==> config.mk <==
export PLATFORM = sky130hd
export DESIGN_NAME = pipe_share_arbiter
export DESIGN_NICKNAME = d
export VERILOG_FILES = /design/src/rtl/pipe_arb_pkg.sv /design/src/rtl/pipe_tag_delay.sv /design/src/rtl/pipe_share_arbiter.sv
export SDC_FILE = /design/constraint.sdc
export NUM_CORES = 1
export LEC_CHECK = 0
export ABC_AREA = 1
export CORE_MARGIN = 4
export CORE_UTILIZATION = 39
export DETAILED_ROUTE_END_ITERATION = 16
export GPL_ROUTABILITY_DRIVEN = 0
export HOLD_SLACK_MARGIN = 0.05
export MAX_ROUTING_LAYER = met4
export PLACE_DENSITY = 0.86
export SYNTH_ARGS = -nofsm -noshare
export SYNTH_HDL_FRONTEND = slang
export SYNTH_SLANG_ARGS = --single-unit
==> constraint.sdc <==
create_clock -name clk -period 6.7 [get_ports clk]
set_input_delay 1.34 -clock clk [delete_from_list [all_inputs] [get_ports clk]]
set_output_delay 1.34 -clock clk [all_outputs]
set_load 0.005 [all_outputs]
==> src/rtl/pipe_arb_pkg.sv <==
// Shared definitions for the pipeline-sharing arbiter: width helper, tag record
// layout {valid, tag} and the statistics counter width.
package pipe_arb_pkg;

  localparam int STATS_W   = 16;
  // Widest tag needed for the largest supported requester count (16).
  localparam int MAX_TAG_W = 4;

  typedef struct packed {
    logic                 valid;
    logic [MAX_TAG_W-1:0] tag;
  } tag_rec_t;

  function automatic int clog2(input int value);
    int r;
    r = 0;
    while ((1 << r) < value) r++;
    return r;
  endfunction

endpackage

==> src/rtl/pipe_tag_delay.sv <==
// LATENCY-stage shift register carrying {valid, tag} alongside the shared
// pipeline so each pipeline output can be routed back to its requester.
module pipe_tag_delay
  import pipe_arb_pkg::*;
#(
  parameter int LATENCY = 5
) (
  input  logic     clk,
  input  logic     rst,
  input  tag_rec_t tag_i,
  output tag_rec_t tag_o
);

  tag_rec_t stage_q [LATENCY];

  always_ff @(posedge clk) begin
    if (rst) begin
      for (int i = 0; i < LATENCY; i++) stage_q[i] <= '0;
    end else begin
      stage_q[0] <= tag_i;
      for (int i = 1; i < LATENCY; i++) stage_q[i] <= stage_q[i-1];
    end
  end

  assign tag_o = stage_q[LATENCY-1];

endmodule

==> src/rtl/pipe_share_arbiter.sv <==
// Round-robin sharing of one fixed-latency, non-stallable pipeline among NUM_REQ
// requesters. Optional per-requester grant counters under PIPE_ARB_STATS_EN.
//
// Handshake: req_valid[i] may be raised at any time; a transfer happens in a cycle
// where req_valid[i] & req_ready[i]. At most one req_ready bit is ever set.
// Responses carry no backpressure: resp_valid is a one-cycle pulse that must be taken.
module pipe_share_arbiter
  import pipe_arb_pkg::*;
#(
  parameter int NUM_REQ    = 4,
  parameter int DATA_WIDTH = 32,
  parameter int LATENCY    = 5
) (
  input  logic                          clk,
  input  logic                          rst,
  input  logic                          arb_en,
  input  logic [NUM_REQ-1:0]            req_valid,
  input  logic [NUM_REQ*DATA_WIDTH-1:0] req_data,
  output logic [NUM_REQ-1:0]            req_ready,
  output logic [DATA_WIDTH-1:0]         pipe_din,
  output logic                          pipe_din_valid,
  input  logic [DATA_WIDTH-1:0]         pipe_dout,
  input  logic                          pipe_dout_valid,
  output logic [DATA_WIDTH-1:0]         resp_data,
  output logic [NUM_REQ-1:0]            resp_valid,
  output logic                          busy,
`ifdef PIPE_ARB_STATS_EN
  output logic [NUM_REQ*STATS_W-1:0]    grant_cnt,
`endif
  output logic                          err_orphan
);

  localparam int TAG_W   = clog2(NUM_REQ);
  localparam int DRAIN_W = clog2(LATENCY + 1);
  localparam int IF_W    = clog2(LATENCY + 2);

  logic [TAG_W-1:0]      ptr_q, ptr_d;
  logic [TAG_W-1:0]      grant_idx;
  logic                  grant_found;
  logic [TAG_W:0]        cand;
  logic [DATA_WIDTH-1:0] sel_data;

  logic                  din_valid_q;
  logic [DATA_WIDTH-1:0] din_q;
  logic [TAG_W-1:0]      issue_tag_q;

  logic [DRAIN_W-1:0]    drain_q, drain_d;
  logic                  draining;
  logic [IF_W-1:0]       inflight_q, inflight_d;
  logic                  orphan_q, orphan_d;

  tag_rec_t              tag_in, tag_out;
  logic                  resp_hit;

  assign draining = (drain_q != '0);

  // Round-robin search starting at ptr_q, wrapping modulo NUM_REQ.
  always_comb begin
    grant_found = 1'b0;
    grant_idx   = '0;
    cand        = '0;
    if (arb_en && !draining) begin
      for (int k = 0; k < NUM_REQ; k++) begin
        cand = {1'b0, ptr_q} + (TAG_W+1)'(k);
        if (cand >= (TAG_W+1)'(NUM_REQ)) cand = cand - (TAG_W+1)'(NUM_REQ);
        if (!grant_found && req_valid[cand[TAG_W-1:0]]) begin
          grant_found = 1'b1;
          grant_idx   = cand[TAG_W-1:0];
        end
      end
    end
  end

  always_comb begin
    req_ready = '0;
    if (grant_found) req_ready[grant_idx] = 1'b1;
  end

  always_comb begin
    sel_data = '0;
    for (int i = 0; i < NUM_REQ; i++) begin
      if (grant_idx == TAG_W'(i)) sel_data = req_data[i*DATA_WIDTH +: DATA_WIDTH];
    end
  end

  always_comb begin
    ptr_d = ptr_q;
    if (grant_found) begin
      ptr_d = (grant_idx == TAG_W'(NUM_REQ - 1)) ? '0 : grant_idx + 1'b1;
    end
  end

  always_ff @(posedge clk) begin
    if (rst) begin
      ptr_q       <= '0;
      din_valid_q <= 1'b0;
      din_q       <= '0;
      issue_tag_q <= '0;
    end else begin
      ptr_q       <= ptr_d;
      din_valid_q <= grant_found;
      if (grant_found) begin
        din_q       <= sel_data;
        issue_tag_q <= grant_idx;
      end
    end
  end

  assign pipe_din       = din_q;
  assign pipe_din_valid = din_valid_q;

  assign tag_in.valid = din_valid_q;
  assign tag_in.tag   = MAX_TAG_W'(issue_tag_q);

  pipe_tag_delay #(
    .LATENCY (LATENCY)
  ) u_tag_delay (
    .clk   (clk),
    .rst   (rst),
    .tag_i (tag_in),
    .tag_o (tag_out)
  );

  // Pipeline outputs during drain are stale leftovers of a pre-reset run.
  assign resp_hit  = !draining && pipe_dout_valid && tag_out.valid;
  assign resp_data = pipe_dout;

  always_comb begin
    resp_valid = '0;
    for (int i = 0; i < NUM_REQ; i++) begin
      resp_valid[i] = resp_hit && (tag_out.tag == MAX_TAG_W'(i));
    end
  end

  always_comb begin
    drain_d = drain_q;
    if (draining) drain_d = drain_q - 1'b1;
  end

  // Items are counted from acceptance until their tag leaves the delay line,
  // whether or not the pipeline produced a matching valid.
  always_comb begin
    inflight_d = inflight_q;
    case ({grant_found, tag_out.valid})
      2'b10:   inflight_d = inflight_q + 1'b1;
      2'b01:   inflight_d = inflight_q - 1'b1;
      default: inflight_d = inflight_q;
    endcase
  end

  assign orphan_d = orphan_q | (!draining && pipe_dout_valid && !tag_out.valid);

  always_ff @(posedge clk) begin
    if (rst) begin
      drain_q    <= DRAIN_W'(LATENCY);
      inflight_q <= '0;
      orphan_q   <= 1'b0;
    end else begin
      drain_q    <= drain_d;
      inflight_q <= inflight_d;
      orphan_q   <= orphan_d;
    end
  end

  assign busy       = (inflight_q != '0) || draining;
  assign err_orphan = orphan_q;

`ifdef PIPE_ARB_STATS_EN
  logic [STATS_W-1:0] cnt_q [NUM_REQ];

  always_ff @(posedge clk) begin
    if (rst) begin
      for (int i = 0; i < NUM_REQ; i++) cnt_q[i] <= '0;
    end else if (grant_found && (cnt_q[grant_idx] != '1)) begin
      cnt_q[grant_idx] <= cnt_q[grant_idx] + 1'b1;
    end
  end

  for (genvar gi = 0; gi < NUM_REQ; gi++) begin : g_cnt
    assign grant_cnt[gi*STATS_W +: STATS_W] = cnt_q[gi];
  end
`endif

endmodule

==> results.json <==
{
  "ff2ff_path_depth": 21,
  "post-route-period-util_pct": 82.0,
  "cts_tree": "done",
  "gr-usage-all-layers_pct": 22.7,
  "worstMarginPinSlew_ns": 1.23,
  "p_total_uw": 956,
  "grt_use_met1_pct": 24.5,
  "gr-total-overflow": 0,
  "skew_ns": 0.0125,
  "end_kind": "primary output",
  "mostFrequentLayoutCells": "195 x nand2_1, 178 x clkdlybuf4s50_1, 91 x nor2_1, 63 x o21ai_0, 59 x dfxtp_1",
  "firstDrtPassIters": 5,
  "netlist_instances": 604,
  "postCtsSetupBuffers": 0,
  "diodes": 0,
  "synth_compound_area_share_pct": 15.9,
  "critPathMaxFanout": 33,
  "setup_tns_ns": 0,
  "synth_fa_ha_area_share_pct": 2.93,
  "rsz0062_at_grt": "no",
  "yosysWarnings": 0,
  "synth.mux.area_fraction_pct": 0,
  "cp.arrival_ns": 4.16,
  "syn-mean-instance-area_um2": 6.08,
  "fillers": 851,
  "path_class": "in -> out",
  "antenna_found_initial": 0,
  "fin_util_pct": 58.9,
  "drt_iter0_markers": 217,
  "die_area_um2": 11000,
  "critPathLaunchType": "input pin",
  "drv_cap": 0,
  "syn_to_final_growth_pct": 47.4,
  "grtUsageMet2_pct": 40.6,
  "synthXorXnorAreaFrac_pct": 0.238,
  "coreArea_um2": 9200,
  "hpwl_um": 9070,
  "wirelength_um": 12200,
  "via_count": 4130,
  "die_y_um": 105,
  "h-tree-depth": 3,
  "ys_ff_latch": 59,
  "final_common_cell": "nand2_1",
  "drc": 0,
  "start_util_pct": 40.0,
  "busiest_layer": "met2",
  "hold_viol": 0,
  "cts_buffers": 9,
  "leakagePower_nw": 2.35,
  "hp-class": "reg -> reg",
  "grt_pass1_wl_um": 19900,
  "grt_max_degree": 66,
  "die_x_um": 105,
  "clk_latency_ns": 0.34,
  "yosysSeqAreaShare_pct": 32.1,
  "cts-resized-gates": 0,
  "hold_buffers": 0,
  "cts-root-buf": "clkbuf_8",
  "hold_depth": 2,
  "ctsLongestPathBuffers": 2,
  "power_density_nw_per_um2": 176,
  "synthSimpleGateAreaFrac_pct": 33.2,
  "via_per_inst": 4.89,
  "fmax_mhz": 182,
  "path_clk_slew_ns": 0.07,
  "outcome": "complete, no violations",
  "cp.required_ns": 5.36,
  "grt_use_met3_pct": 6.24,
  "rows": 35,
  "drv_slew": 0,
  "final_antenna_net_count": 0,
  "ios": 243,
  "max_slew_margin_pct": 17.8,
  "layout.nets": 905,
  "first_global_vias": 4084,
  "clkSinkCount": 59,
  "peakVddDrop_uv": 110,
  "synth_nets": 780,
  "setup_viol": 0,
  "drive_above_1_share_pct": 4.50,
  "port_buffers": 178,
  "timing.final.crit_period_ns": 5.50,
  "syn_area_um2": 3670,
  "wire_per_inst_um": 14.4,
  "synth_top_family_by_area": "simple AND/OR/NAND/NOR gates",
  "synth.distinct_cells": 24
}
[cells by family (layout without fill, tap and decap cells)]
kind of cell	Yosys count	count (layout)
adder cells (fa/ha/maj)	8	8
AND/OR/NAND/NOR	310	310
buffers and inverters	110	240
flip-flops	59	59
XOR/XNOR	1	1
AO/OA/AOI/OAI	116	116
[where the power goes]
| part | leakage, nW | switching (mW) | total, mW | internal [mW] |
|---|---|---|---|---|
| sequential | 0.477 | 0.0114 | 0.381 | 0.370 |
| clock | 0.105 | 0.156 | 0.334 | 0.178 |
| combinational | 1.77 | 0.106 | 0.241 | 0.135 |
| total | 2.35 | 0.273 | 0.956 | 0.683 |
[layer usage]
metal  vias to the layer above  part of all wire (%)
li1                       2105                     -
met1                      1820                    41
met2                       182                    49
met3                        23                   7.1
met4                         0                   2.1
met5                         -                     0
[layout make-up]
type	instances	area, um2	share of cell area (%)
clock buffer	9	124	2.29
clock inverter	7	82.6	1.52
inverter	42	158	2.91
multi-input combinational	435	1920	35.5
sequential	59	1180	21.8
tap	111	139	2.56
timing repair buffer	182	1810	33.4
[cells in the mapped netlist]
master | number | area, um2
a21oi_1 | 42 | 210
buf_1 | 4 | 15.0
buf_2 | 6 | 30.0
buf_4 | 35 | 263
buf_6 | 3 | 33.8
clkbuf_1 | 20 | 75.1
dfxtp_1 | 59 | 1180
fa_1 | 1 | 20.0
ha_1 | 7 | 87.6
inv_1 | 39 | 146
inv_2 | 3 | 11.3
nand2_1 | 195 | 732
nand2_2 | 5 | 31.3
nand3_1 | 8 | 40.0
nand3_2 | 2 | 20.0
nand3b_1 | 1 | 7.51
nand4_1 | 2 | 12.5
nor2_1 | 92 | 345
nor2_4 | 1 | 11.3
nor3_1 | 4 | 20.0
o21a_1 | 1 | 7.51
o21ai_0 | 63 | 315
o21ai_1 | 10 | 50.1
xnor2_1 | 1 | 8.76
[flip-flops by register name, indices dropped and copies added, names as in the netlist]
signal               count
inflight_q               3
drain_q                  3
pipe_din_valid           1
ptr_q                    2
pipe_din                32
issue_tag_q              2
u_tag_delay.stage_q     15
err_orphan               1
[final timing paths]
kind	startpoint	endpoint	slack, ns
worst min-delay path	u_tag_delay.stage_q[0][14]$_SDFF_PP0_	u_tag_delay.stage_q[0][19]$_SDFF_PP0_	0.41
worst max register to register	ptr_q[0]$_SDFFE_PP0P_	pipe_din[30]$_SDFFE_PP0P_	2.92
worst min register to register	u_tag_delay.stage_q[0][14]$_SDFF_PP0_	u_tag_delay.stage_q[0][19]$_SDFF_PP0_	0.41
worst max-delay path	req_valid[2]	req_ready[2]	1.20
[critical path, stage by stage]
cell and delay, ns:
clkdlybuf4s50_1 0.47, inv_1 0.05, nand2_1 0.09, nand3_1 0.11
nand2_1 0.13, inv_1 0.09, nand3_1 0.12, nand3_1 0.07
nand3_1 0.15, inv_1 0.08, ha_1 0.19, inv_1 0.67
nor2_1 0.11, clkdlybuf4s50_1 0.48
[per-stage QoR]
stage / std cells / worst slack (ns) / hold WS, ns / cell area, um2
after floorplan: 604 / 2.47 / 0.388 / 3670
after global routing: 845 / 0.918 / 0.420 / 5420
final: 845 / 1.20 / 0.406 / 5420
after CTS: 845 / 1.20 / 0.400 / 5420
after global placement: 829 / 1.36 / 0.389 / 5210
after detailed placement: 829 / 1.21 / 0.397 / 5210
Note: power is estimated with default switching activity, not from simulation.
